## src/rtl/lc3_run_ctrl_pkg.sv

```systemverilog
// lc3_ctrl_pkg: state, mode and button-index encodings shared by the run controller
package lc3_ctrl_pkg;
    typedef enum logic [2:0] {
        ST_RESET = 3'd0,
        ST_HALT  = 3'd1,
        ST_RUN   = 3'd2,
        ST_STEP  = 3'd3,
        ST_DONE  = 3'd4
    } state_e;
    localparam logic [1:0] MODE_FREE  = 2'b00;
    localparam logic [1:0] MODE_STEP  = 2'b01;
    localparam logic [1:0] MODE_BOUND = 2'b10;
    localparam int BTN_STEP = 0;
    localparam int BTN_RUN  = 1;
    localparam int BTN_SRST = 2;
endpackage

```

## src/rtl/lc3_run_ctrl_if.sv

```systemverilog
// lc3_run_ctrl_if: board-side controls in, core reset/enable and status out
interface lc3_run_ctrl_if #(
    parameter int NUM_BTN = 4,
    parameter int CYC_W   = 32
);
    logic [NUM_BTN-1:0] btn_raw;
    logic [1:0]         mode;
    logic [CYC_W-1:0]   run_limit;
    logic               core_rst;
    logic               core_clk_en;
    logic [NUM_BTN-1:0] btn_level;
    logic [NUM_BTN-1:0] btn_pulse;
    logic [CYC_W-1:0]   cycle_count;
    logic               done;
    logic [2:0]         state;
    modport master (
        output btn_raw, mode, run_limit,
        input  core_rst, core_clk_en, btn_level, btn_pulse, cycle_count, done, state
    );
    modport slave (
        input  btn_raw, mode, run_limit,
        output core_rst, core_clk_en, btn_level, btn_pulse, cycle_count, done, state
    );
endinterface

```

## src/rtl/lc3_run_ctrl_btn_debounce.sv

```systemverilog
// lc3_btn_debounce: one button channel, 2-FF synchronizer, stability counter and rising-edge pulse
module lc3_btn_debounce #(
    parameter int DEBOUNCE_CYC = 16
) (
    input  logic clk_0,
    input  logic rst,
    input  logic raw,
    output logic level,
    output logic pulse
);
    localparam int CW = $clog2(DEBOUNCE_CYC + 1);
    logic [1:0]    sync;
    logic [CW-1:0] cnt;
    logic          accept;
    assign accept = (sync[1] != level) && (cnt == CW'(DEBOUNCE_CYC - 1));
    // accept a new level only after DEBOUNCE_CYC consecutive disagreeing samples
    always_ff @(posedge clk_0) begin
        if (rst) begin
            sync  <= '0;
            cnt   <= '0;
            level <= 1'b0;
            pulse <= 1'b0;
        end else begin
            sync  <= {sync[0], raw};
            cnt   <= (sync[1] == level || accept) ? '0 : cnt + 1'b1;
            level <= accept ? sync[1] : level;
            pulse <= accept && sync[1];
        end
    end
endmodule

```

## src/rtl/lc3_run_ctrl.sv

```systemverilog
// lc3_run_ctrl: debounced buttons, stretched core reset and free/step/bounded execution gating
module lc3_run_ctrl
    import lc3_ctrl_pkg::*;
#(
    parameter int NUM_BTN      = 4,
    parameter int DEBOUNCE_CYC = 16,
    parameter int RST_HOLD     = 10,
    parameter int CYC_W        = 32
) (
    input logic          clk_0,
    input logic          rst,
    lc3_run_ctrl_if.slave bus
);
    localparam int HW = $clog2(RST_HOLD + 1);
    state_e           st, st_n;
    logic [HW-1:0]    hold, hold_n;
    logic [CYC_W-1:0] lim, lim_n, run_cnt, run_cnt_n, cnt_n;
    logic [CYC_W:0]   run_sum;
    logic             bnd, bnd_n, clk_en_n;

    for (genvar i = 0; i < NUM_BTN; i++) begin : g_btn
        lc3_btn_debounce #(.DEBOUNCE_CYC(DEBOUNCE_CYC)) u_db (
            .clk_0 (clk_0),
            .rst   (rst),
            .raw   (bus.btn_raw[i]),
            .level (bus.btn_level[i]),
            .pulse (bus.btn_pulse[i])
        );
    end

    // next state plus next registered outputs; limit and bounded flag latch on RUN entry
    always_comb begin
        st_n      = st;
        hold_n    = '0;
        lim_n     = lim;
        bnd_n     = bnd;
        run_cnt_n = '0;
        run_sum   = {1'b0, run_cnt} + (CYC_W+1)'(bus.core_clk_en);
        case (st)
            ST_RESET: begin
                hold_n = hold + 1'b1;
                if (hold == HW'(RST_HOLD - 1)) st_n = (bus.mode == MODE_FREE) ? ST_RUN : ST_HALT;
            end
            ST_HALT: st_n = bus.btn_pulse[BTN_RUN] ? ST_RUN : bus.btn_pulse[BTN_STEP] ? ST_STEP : ST_HALT;
            ST_STEP: st_n = ST_HALT;
            ST_RUN: begin
                run_cnt_n = run_sum[CYC_W-1:0];
                if (bus.btn_pulse[BTN_RUN]) st_n = ST_HALT;
                else if (bnd && run_sum >= {1'b0, lim}) st_n = ST_DONE;
            end
            default: st_n = ST_DONE;
        endcase
        if (bus.btn_pulse[BTN_SRST]) begin
            st_n   = ST_RESET;
            hold_n = '0;
        end
        if (st_n == ST_RUN && st != ST_RUN) begin
            bnd_n     = bus.mode == MODE_BOUND;
            lim_n     = bus.run_limit;
            run_cnt_n = '0;
        end
        clk_en_n = (st_n == ST_STEP) || (st_n == ST_RUN && !(bnd_n && lim_n == '0));
        cnt_n    = (st_n == ST_RESET) ? '0 :
                   (bus.core_clk_en && bus.cycle_count != '1) ? bus.cycle_count + 1'b1 : bus.cycle_count;
    end

    // state and all outputs registered together
    always_ff @(posedge clk_0) begin
        if (rst) begin
            st              <= ST_RESET;
            hold            <= '0;
            lim             <= '0;
            bnd             <= 1'b0;
            run_cnt         <= '0;
            bus.core_rst    <= 1'b1;
            bus.core_clk_en <= 1'b0;
            bus.done        <= 1'b0;
            bus.cycle_count <= '0;
        end else begin
            st              <= st_n;
            hold            <= hold_n;
            lim             <= lim_n;
            bnd             <= bnd_n;
            run_cnt         <= run_cnt_n;
            bus.core_rst    <= st_n == ST_RESET;
            bus.core_clk_en <= clk_en_n;
            bus.done        <= st_n == ST_DONE;
            bus.cycle_count <= cnt_n;
        end
    end

    assign bus.state = st;
endmodule

```

## src/flat_wrapper.sv

```systemverilog
// flat-port wrapper written by rule: the top's interface ports become plain ports
module lc3_run_ctrl_flat import lc3_ctrl_pkg::*;
#(
    parameter int NUM_BTN      = 4,
    parameter int DEBOUNCE_CYC = 16,
    parameter int RST_HOLD     = 10,
    parameter int CYC_W        = 32
)
  (clk_0, rst, bus_btn_raw, bus_mode, bus_run_limit, bus_core_rst, bus_core_clk_en, bus_btn_level, bus_btn_pulse, bus_cycle_count, bus_done, bus_state);
  lc3_run_ctrl_if #(.NUM_BTN(NUM_BTN), .CYC_W(CYC_W)) bus_i ();
  input logic clk_0;
  input logic rst;
  input wire logic [$bits(bus_i.btn_raw)-1:0] bus_btn_raw;
  input wire logic [$bits(bus_i.mode)-1:0] bus_mode;
  input wire logic [$bits(bus_i.run_limit)-1:0] bus_run_limit;
  output wire logic [$bits(bus_i.core_rst)-1:0] bus_core_rst;
  output wire logic [$bits(bus_i.core_clk_en)-1:0] bus_core_clk_en;
  output wire logic [$bits(bus_i.btn_level)-1:0] bus_btn_level;
  output wire logic [$bits(bus_i.btn_pulse)-1:0] bus_btn_pulse;
  output wire logic [$bits(bus_i.cycle_count)-1:0] bus_cycle_count;
  output wire logic [$bits(bus_i.done)-1:0] bus_done;
  output wire logic [$bits(bus_i.state)-1:0] bus_state;
  assign bus_i.btn_raw = bus_btn_raw;
  assign bus_i.mode = bus_mode;
  assign bus_i.run_limit = bus_run_limit;
  assign bus_core_rst = bus_i.core_rst;
  assign bus_core_clk_en = bus_i.core_clk_en;
  assign bus_btn_level = bus_i.btn_level;
  assign bus_btn_pulse = bus_i.btn_pulse;
  assign bus_cycle_count = bus_i.cycle_count;
  assign bus_done = bus_i.done;
  assign bus_state = bus_i.state;
  lc3_run_ctrl #(.NUM_BTN(NUM_BTN), .DEBOUNCE_CYC(DEBOUNCE_CYC), .RST_HOLD(RST_HOLD), .CYC_W(CYC_W)) u_core (.clk_0(clk_0), .rst(rst), .bus(bus_i));
endmodule
```

## config.mk

```make
export PLATFORM = sky130hd
export DESIGN_NAME = lc3_run_ctrl_flat
export DESIGN_NICKNAME = d
export VERILOG_FILES = /design/src/rtl/lc3_run_ctrl_pkg.sv /design/src/rtl/lc3_run_ctrl_if.sv /design/src/rtl/lc3_run_ctrl_btn_debounce.sv /design/src/rtl/lc3_run_ctrl.sv /design/src/flat_wrapper.sv
export SDC_FILE = /design/constraint.sdc
export NUM_CORES = 1
export LEC_CHECK = 0
export CORE_ASPECT_RATIO = 0.9
export CORE_MARGIN = 5
export CORE_UTILIZATION = 50
export DETAILED_ROUTE_END_ITERATION = 8
export MAX_ROUTING_LAYER = met4
export PLACE_DENSITY = 0.86
export SETUP_SLACK_MARGIN = 0.2
export SYNTH_ARGS = -nofsm -noshare
export SYNTH_HDL_FRONTEND = slang
export SYNTH_SLANG_ARGS = --single-unit
```

## constraint.sdc

```tcl
create_clock -name clk_0 -period 3.4 [get_ports clk_0]
set_input_delay 0.68 -clock clk_0 [delete_from_list [all_inputs] [get_ports clk_0]]
set_output_delay 0.68 -clock clk_0 [all_outputs]
set_load 0.02 [all_outputs]
```

Word-level counts from Yosys, hierarchy flattened:

Index checks and enable logic that the tools add are counted.

* muxes and demuxes: 10
* magnitude comparators: 1
* add/subtract/negate cells: 7
* reduce and logical (&&, ||, !) cells: 30
* equal/unequal tests: 22
* bitwise gates (word level): 2

Operators by type and width (count)
* $add A32 B1 Y33: 1
* $ge A33 B32 Y1: 1
* $add A32 B1 Y32 const B: 1
* $logic_not A32 Y1: 1
* $mux W32: 1
* $ne A32 B32 Y1 const B: 1
* $add A5 B1 Y5 const B: 4
* $eq A5 B4 Y1 const B: 4
* $mux W3: 5
* $logic_and A1 B1 Y1: 13
* $eq A3 B2 Y1 const B: 4
* $pmux W3 S4: 1
* $reduce_or A2 Y1: 5
* $logic_not A3 Y1: 2
* $reduce_or A3 Y1: 2
* $logic_or A1 B1 Y1: 5
* $add A4 B1 Y4 const B: 1
* $eq A1 B1 Y1: 4
* $eq A4 B4 Y1 const B: 1
* $mux W2: 2
* $ne A1 B1 Y1: 4
* $eq A3 B1 Y1 const B: 1
* $eq A3 B3 Y1 const B: 1
* $ne A3 B2 Y1 const B: 1
* 5 further kinds: 6

* word-level logic and storage cells: 97
* input bits: 40
* output and inout bits: 46
* flip-flop bits (word level): 143

Logic depth before layout (Yosys ltp):

* word-level depth: 15
* gate-level depth with buffers: 17
* depth with buffers taken out: 15

By module:

Synthesis repeated with hierarchy kept, for this count alone.

* cells, all modules: 753
* area total of the unflattened synthesis: 6860.3 um^2

By module, submodules not included
* lc3_run_ctrl: area an instance 5584.1 um^2, times used 1, cells an instance 637, seq. area each 2142.1 um^2
* lc3_btn_debounce: area an instance 319.1 um^2, times used 4, cells an instance 29, seq. area each 180.2 um^2

Least setup slack after synthesis:

Ideal clock, no wire load.

* path kind: reg2reg
* start: register u_core.bus.core_clk_en
* end: register u_core.bus.cycle_count[18]
* buffers on the path: 2
* clock period less this slack: 3605 ps
* stages on the path, launching flop included: 17
* required time: 3282 ps
* slack: -205 ps
* setup time: 118 ps
* arrival: 3487 ps
* cells stage by stage: dfxtp_1 ha_1 ha_1 and4_1 nand4_1 nor4_1 xor2_1 ha_1 and4_1 and4_1 a41o_1 o31a_1 a22oi_1 o21a_1 buf_2 buf_6 a21oi_1

* word-level cells in the longest chain between the ends: 9
* elaborated cells on any way between the ends: 10
* classes of those cells: add/sub (1); order compare (1); mux (4); reduce/logical (4)

RTL lines
* start: declaration: RTL line lc3_run_ctrl_if.sv:22 `output core_rst, core_clk_en, btn_level, btn_pulse, cycle_count, done, state`
* start signal: assignment: RTL line lc3_run_ctrl.sv:86 `bus.core_clk_en <= clk_en_n;`
* $add A32 B1 Y33: RTL line lc3_run_ctrl.sv:38 `run_sum = {1'b0, run_cnt} + (CYC_W+1)'(bus.core_clk_en);`
* net u_core.run_sum[24]: RTL line lc3_run_ctrl.sv:18 `logic [CYC_W:0] run_sum;`
* $ge A33 B32 Y1: RTL line lc3_run_ctrl.sv:49 `else if (bnd && run_sum >= {1'b0, lim}) st_n = ST_DONE;`
* $logic_and A1 B1 Y1: RTL line lc3_run_ctrl.sv:49
* $mux W3: RTL line lc3_run_ctrl.sv:49
* $mux W3: RTL line lc3_run_ctrl.sv:48 `if (bus.btn_pulse[BTN_RUN]) st_n = ST_HALT;`
* $pmux W3 S4: RTL line lc3_run_ctrl.sv:39 `case (st)`
* $mux W3: RTL line lc3_run_ctrl.sv:53 `if (bus.btn_pulse[BTN_SRST]) begin`
* $logic_not A3 Y1: RTL line lc3_run_ctrl.sv:63 `cnt_n = (st_n == ST_RESET) ? '0 :`
* $reduce_or A2 Y1 (no source line)
* end signal: assignment: RTL line lc3_run_ctrl.sv:88 `bus.cycle_count <= cnt_n;`
* end: declaration: RTL line lc3_run_ctrl_if.sv:22

The timed path passes the listed nets, and every way through them passes these cells.
A chain may end at the register's enable or synchronous reset.

Final worst setup path:

Ends and elaborated chain as after synthesis.

==> out/qor.json <==
{
  "outcome": "finished with violations",
  "violated_checks": "setup timing",
  "globalplace.congestion": 0.917,
  "io_buffer_count": 85,
  "startpoint_type_of_the_worst_setup_path": "register",
  "skew_ps": 6.68,
  "finish.instance_area_mm2": 0.00914,
  "final_min_period_over_clock_period_pct": 104,
  "maxCapViolCount": 0,
  "synthesis.area_mm2": 0.00694,
  "grt_max_degree": 38,
  "tritoncts_clock_tree": "built",
  "timing.final.max_slew_violations": 0,
  "timing.critical_path.slowest_stage_cell": "sky130_fd_sc_hd__or3_1",
  "min_path_type": "reg -> reg",
  "synthDistinctLibCells": 53,
  "hpwl_um": 11600,
  "sink_count_of_the_clock_tree": 143,
  "crit_path_end_kind": "register",
  "area_of_the_die_mm2": 0.0163,
  "layout_setup_ws_ps": -141,
  "avgSynthCellArea_um2": 9.30,
  "clk_pin_slew_ps": 60,
  "yosysWarningCount": 0,
  "final_cell_count_no_fill": 1056,
  "grt_usage_pct": 21.4,
  "yosys_register_bits": 143,
  "timing.final.crit_period_ps": 3540,
  "first_global_vias": 5762,
  "slew-limit-headroom_pct": 27.1,
  "grt_pass1_wl_um": 27400,
  "die_width_um": 134,
  "std_cell_rows": 40,
  "critPathMostFrequentCell": "sky130_fd_sc_hd__ha_4",
  "synth_top_area_share_pct": 41.2,
  "critical_path_required_ps": 3700,
  "post-place-cells": 1003,
  "routed_wire_length_per_instance_um": 16.4,
  "start_util_pct": 51.6,
  "post_synth_edffs": 0,
  "most_frequent_cells_after_synthesis": "sky130_fd_sc_hd__dfxtp_1, sky130_fd_sc_hd__nor2_1, sky130_fd_sc_hd__inv_1",
  "setup_repair_after_global_routing_missed_its_margin": "true",
  "critPathMaxStageDelay_ps": 410,
  "n_fill_cell": 959,
  "worst-slew-pin-transition_ps": 1090,
  "detailed_place.area_mm2": 0.00811,
  "post-layout-total-power_mw": 3.54,
  "clk-insertion-delay-late_ps": 420,
  "drt-pass1-iter-count": 5,
  "cts-buffers-inserted": 17,
  "drc_errors": 0,
  "async_reset_ff_share_pct": 0,
  "die_h_um": 122,
  "core_ar_mm2": 0.0135,
  "p_leak_nw": 3.44,
  "pwr_density_cell_mw_per_mm2": 388,
  "vias_per_cell": 5.60,
  "multi_input_area_mm2": 0.00396,
  "netlist_top_cells_area": "sky130_fd_sc_hd__dfxtp_1, sky130_fd_sc_hd__ha_1, sky130_fd_sc_hd__xor2_1",
  "wirelength_um": 17300,
  "setup_cp_type": "reg -> reg",
  "final_net_count": 960,
  "global_route.overflow_total": 0,
  "worst-endpoint-arrival_ps": 3840,
  "boundary_pin_count": 86,
  "sequential_share_of_the_synthesized_area_pct": 41.2,
  "hold_ws_ps": 439,
  "clock_h_tree_levels": 4,
  "path_cells": "ha_4, ha_4, and4_4, and2_4, buf_4, xor2_2, ha_1, nand4_1, or3_1, a311oi_2, o41a_4, nor2_4, o311ai_4, buf_12, a21oi_1",
  "route.antenna.remaining_nets": 0,
  "cts-root-to-sink-buffers": 2,
  "register_area_mm2": 0.00287,
  "max_clock_freq_mhz": 282,
  "flow.area_growth_from_synthesis_pct": 31.6,
  "synth_ff_type": "sky130_fd_sc_hd__dfxtp_1",
  "synth_most_common_cell": "sky130_fd_sc_hd__dfxtp_1",
  "number_of_antenna_violations_at_the_first_check_in_global_routing": 0,
  "synthesis.instances": 747,
  "ctsRootBufferMaster": "sky130_fd_sc_hd__clkbuf_16",
  "vias": 5909,
  "layout-drive-gt1-share_pct": 16.4,
  "timing.final.setup_violations": 35,
  "antenna_cells": 0,
  "mappedNetlistNets": 832,
  "timing.critical_path.fanout_max": 33,
  "detailedRoute.firstIterationViolations": 393,
  "vdd.ir_drop.worst_mv": 0.377,
  "synth_top_area_cell": "sky130_fd_sc_hd__dfxtp_1",
  "timing.final.hold_violations": 0
}
[final cells by class]
type | count | area share (%)
clock buffer | 20 | 5.11
clock inverter | 12 | 1.11
inverter | 47 | 1.93
multi-input combinational | 527 | 43.3
sequential | 143 | 31.4
tap | 168 | 2.30
timing repair buffer | 139 | 14.8
[path summary, 6_finish.rpt]
path | from | endpoint | slack [ps] | cells after the start
worst min-delay path | u_core.g_btn[2].u_db.sync[0]$_SDFF_PP0_ | u_core.g_btn[2].u_db.sync[1]$_SDFF_PP0_ | 440 | 1
worst max register to register | u_core.bus.core_clk_en$_SDFF_PP0_ | u_core.bus.cycle_count[18]$_SDFFE_PP0P_ | -140 | 15
worst max-delay path | u_core.bus.core_clk_en$_SDFF_PP0_ | u_core.bus.cycle_count[18]$_SDFFE_PP0P_ | -140 | 15
worst min register to register | u_core.g_btn[2].u_db.sync[0]$_SDFF_PP0_ | u_core.g_btn[2].u_db.sync[1]$_SDFF_PP0_ | 440 | 1
[cells by family (layout without fill, tap and decap cells)]
family | count (synthesis) | after routing | synth area share [%]
XOR/XNOR | 75 | 75 | 9.46
adder cells (fa/ha/maj) | 45 | 45 | 8.11
AND/OR/NAND/NOR | 301 | 301 | 23.7
flip-flops | 143 | 143 | 41.2
AO/OA/AOI/OAI | 69 | 69 | 6.72
multiplexers | 37 | 37 | 5.33
buffers and inverters | 77 | 218 | 5.48
[cell usage in the layout, fill, tap and decap left out, types with 32 or more instances in the layout]
| cell | Yosys | final |
|---|---|---|
| sky130_fd_sc_hd__a21oi_1 | 43 | 32 |
| sky130_fd_sc_hd__nor2b_1 | 38 | 38 |
| sky130_fd_sc_hd__ha_1 | 45 | 43 |
| sky130_fd_sc_hd__nor2_1 | 85 | 80 |
| sky130_fd_sc_hd__dfxtp_1 | 143 | 141 |
| sky130_fd_sc_hd__mux2i_1 | 37 | 37 |
| sky130_fd_sc_hd__clkdlybuf4s50_1 | 0 | 84 |
| sky130_fd_sc_hd__inv_1 | 47 | 45 |
| sky130_fd_sc_hd__buf_4 | 11 | 45 |
| sky130_fd_sc_hd__xor2_1 | 43 | 40 |
[state kept, by name, summed over array words and instances, names as in the netlist]
signal and count:
u_core.g_btn.u_db.pulse 4, u_core.bus.cycle_count 32, u_core.bus.state 3, u_core.hold 4, u_core.bus.core_rst 1, u_core.g_btn.u_db.sync 8, u_core.bnd 1, u_core.lim 32
u_core.g_btn.u_db.cnt 20, u_core.bus.done 1, u_core.g_btn.u_db.level 4, u_core.run_cnt 32, u_core.bus.core_clk_en 1
[report_power, final]
| group | internal [mW] | total [mW] | switching [mW] |
|---|---|---|---|
| logic | 0.0532 | 0.0905 | 0.0373 |
| registers | 1.68 | 1.69 | 0.00626 |
| clock network | 1.01 | 1.76 | 0.757 |
[worst max-delay path, delay by kind of cell, from the launching register on]
family	cells	cell delay, ps
adder cells (fa/ha/maj)	3	620
AO/OA/AOI/OAI	4	990
AND/OR/NAND/NOR	5	920
XOR/XNOR	1	150
flip-flops	1	350
buffers and inverters	2	380
[per-layer routing]
layer	vias up	wire [µm]	track usage [%]	part of all wire, %
met5	-	0	-	0
met4	0	451	9.61	2.6
met3	44	1010	4.91	5.8
met2	206	8430	34.7	49
met1	2816	7440	25.4	43
li1	2843	-	-	-
[repair_timing]
| action | 4_1_cts | 5_1_grt |
|---|---|---|
| resized for setup | 25 | 26 |
| cloned | 1 | 3 |
| endpoints found under the setup margin | 37 | 37 |
| hold endpoints to repair | 0 | 0 |
| setup buffers | 8 | 9 |
| hold buffers | 0 | 0 |
| pin swaps | 3 | 23 |
[per-stage QoR]
stage / setup WS (ps) / TNS (ps) / utilization, %
after floorplan: 168 / 0 / -
after CTS: -6.91 / -14.6 / 66.1
after detailed placement: -83.4 / -2120 / 60.3
final: -141 / -3460 / 67.9
after global placement: -11.3 / -155 / 60.3
after global routing: -256 / -7530 / 67.9
No activity file was read; power rests on OpenSTA's default activity.
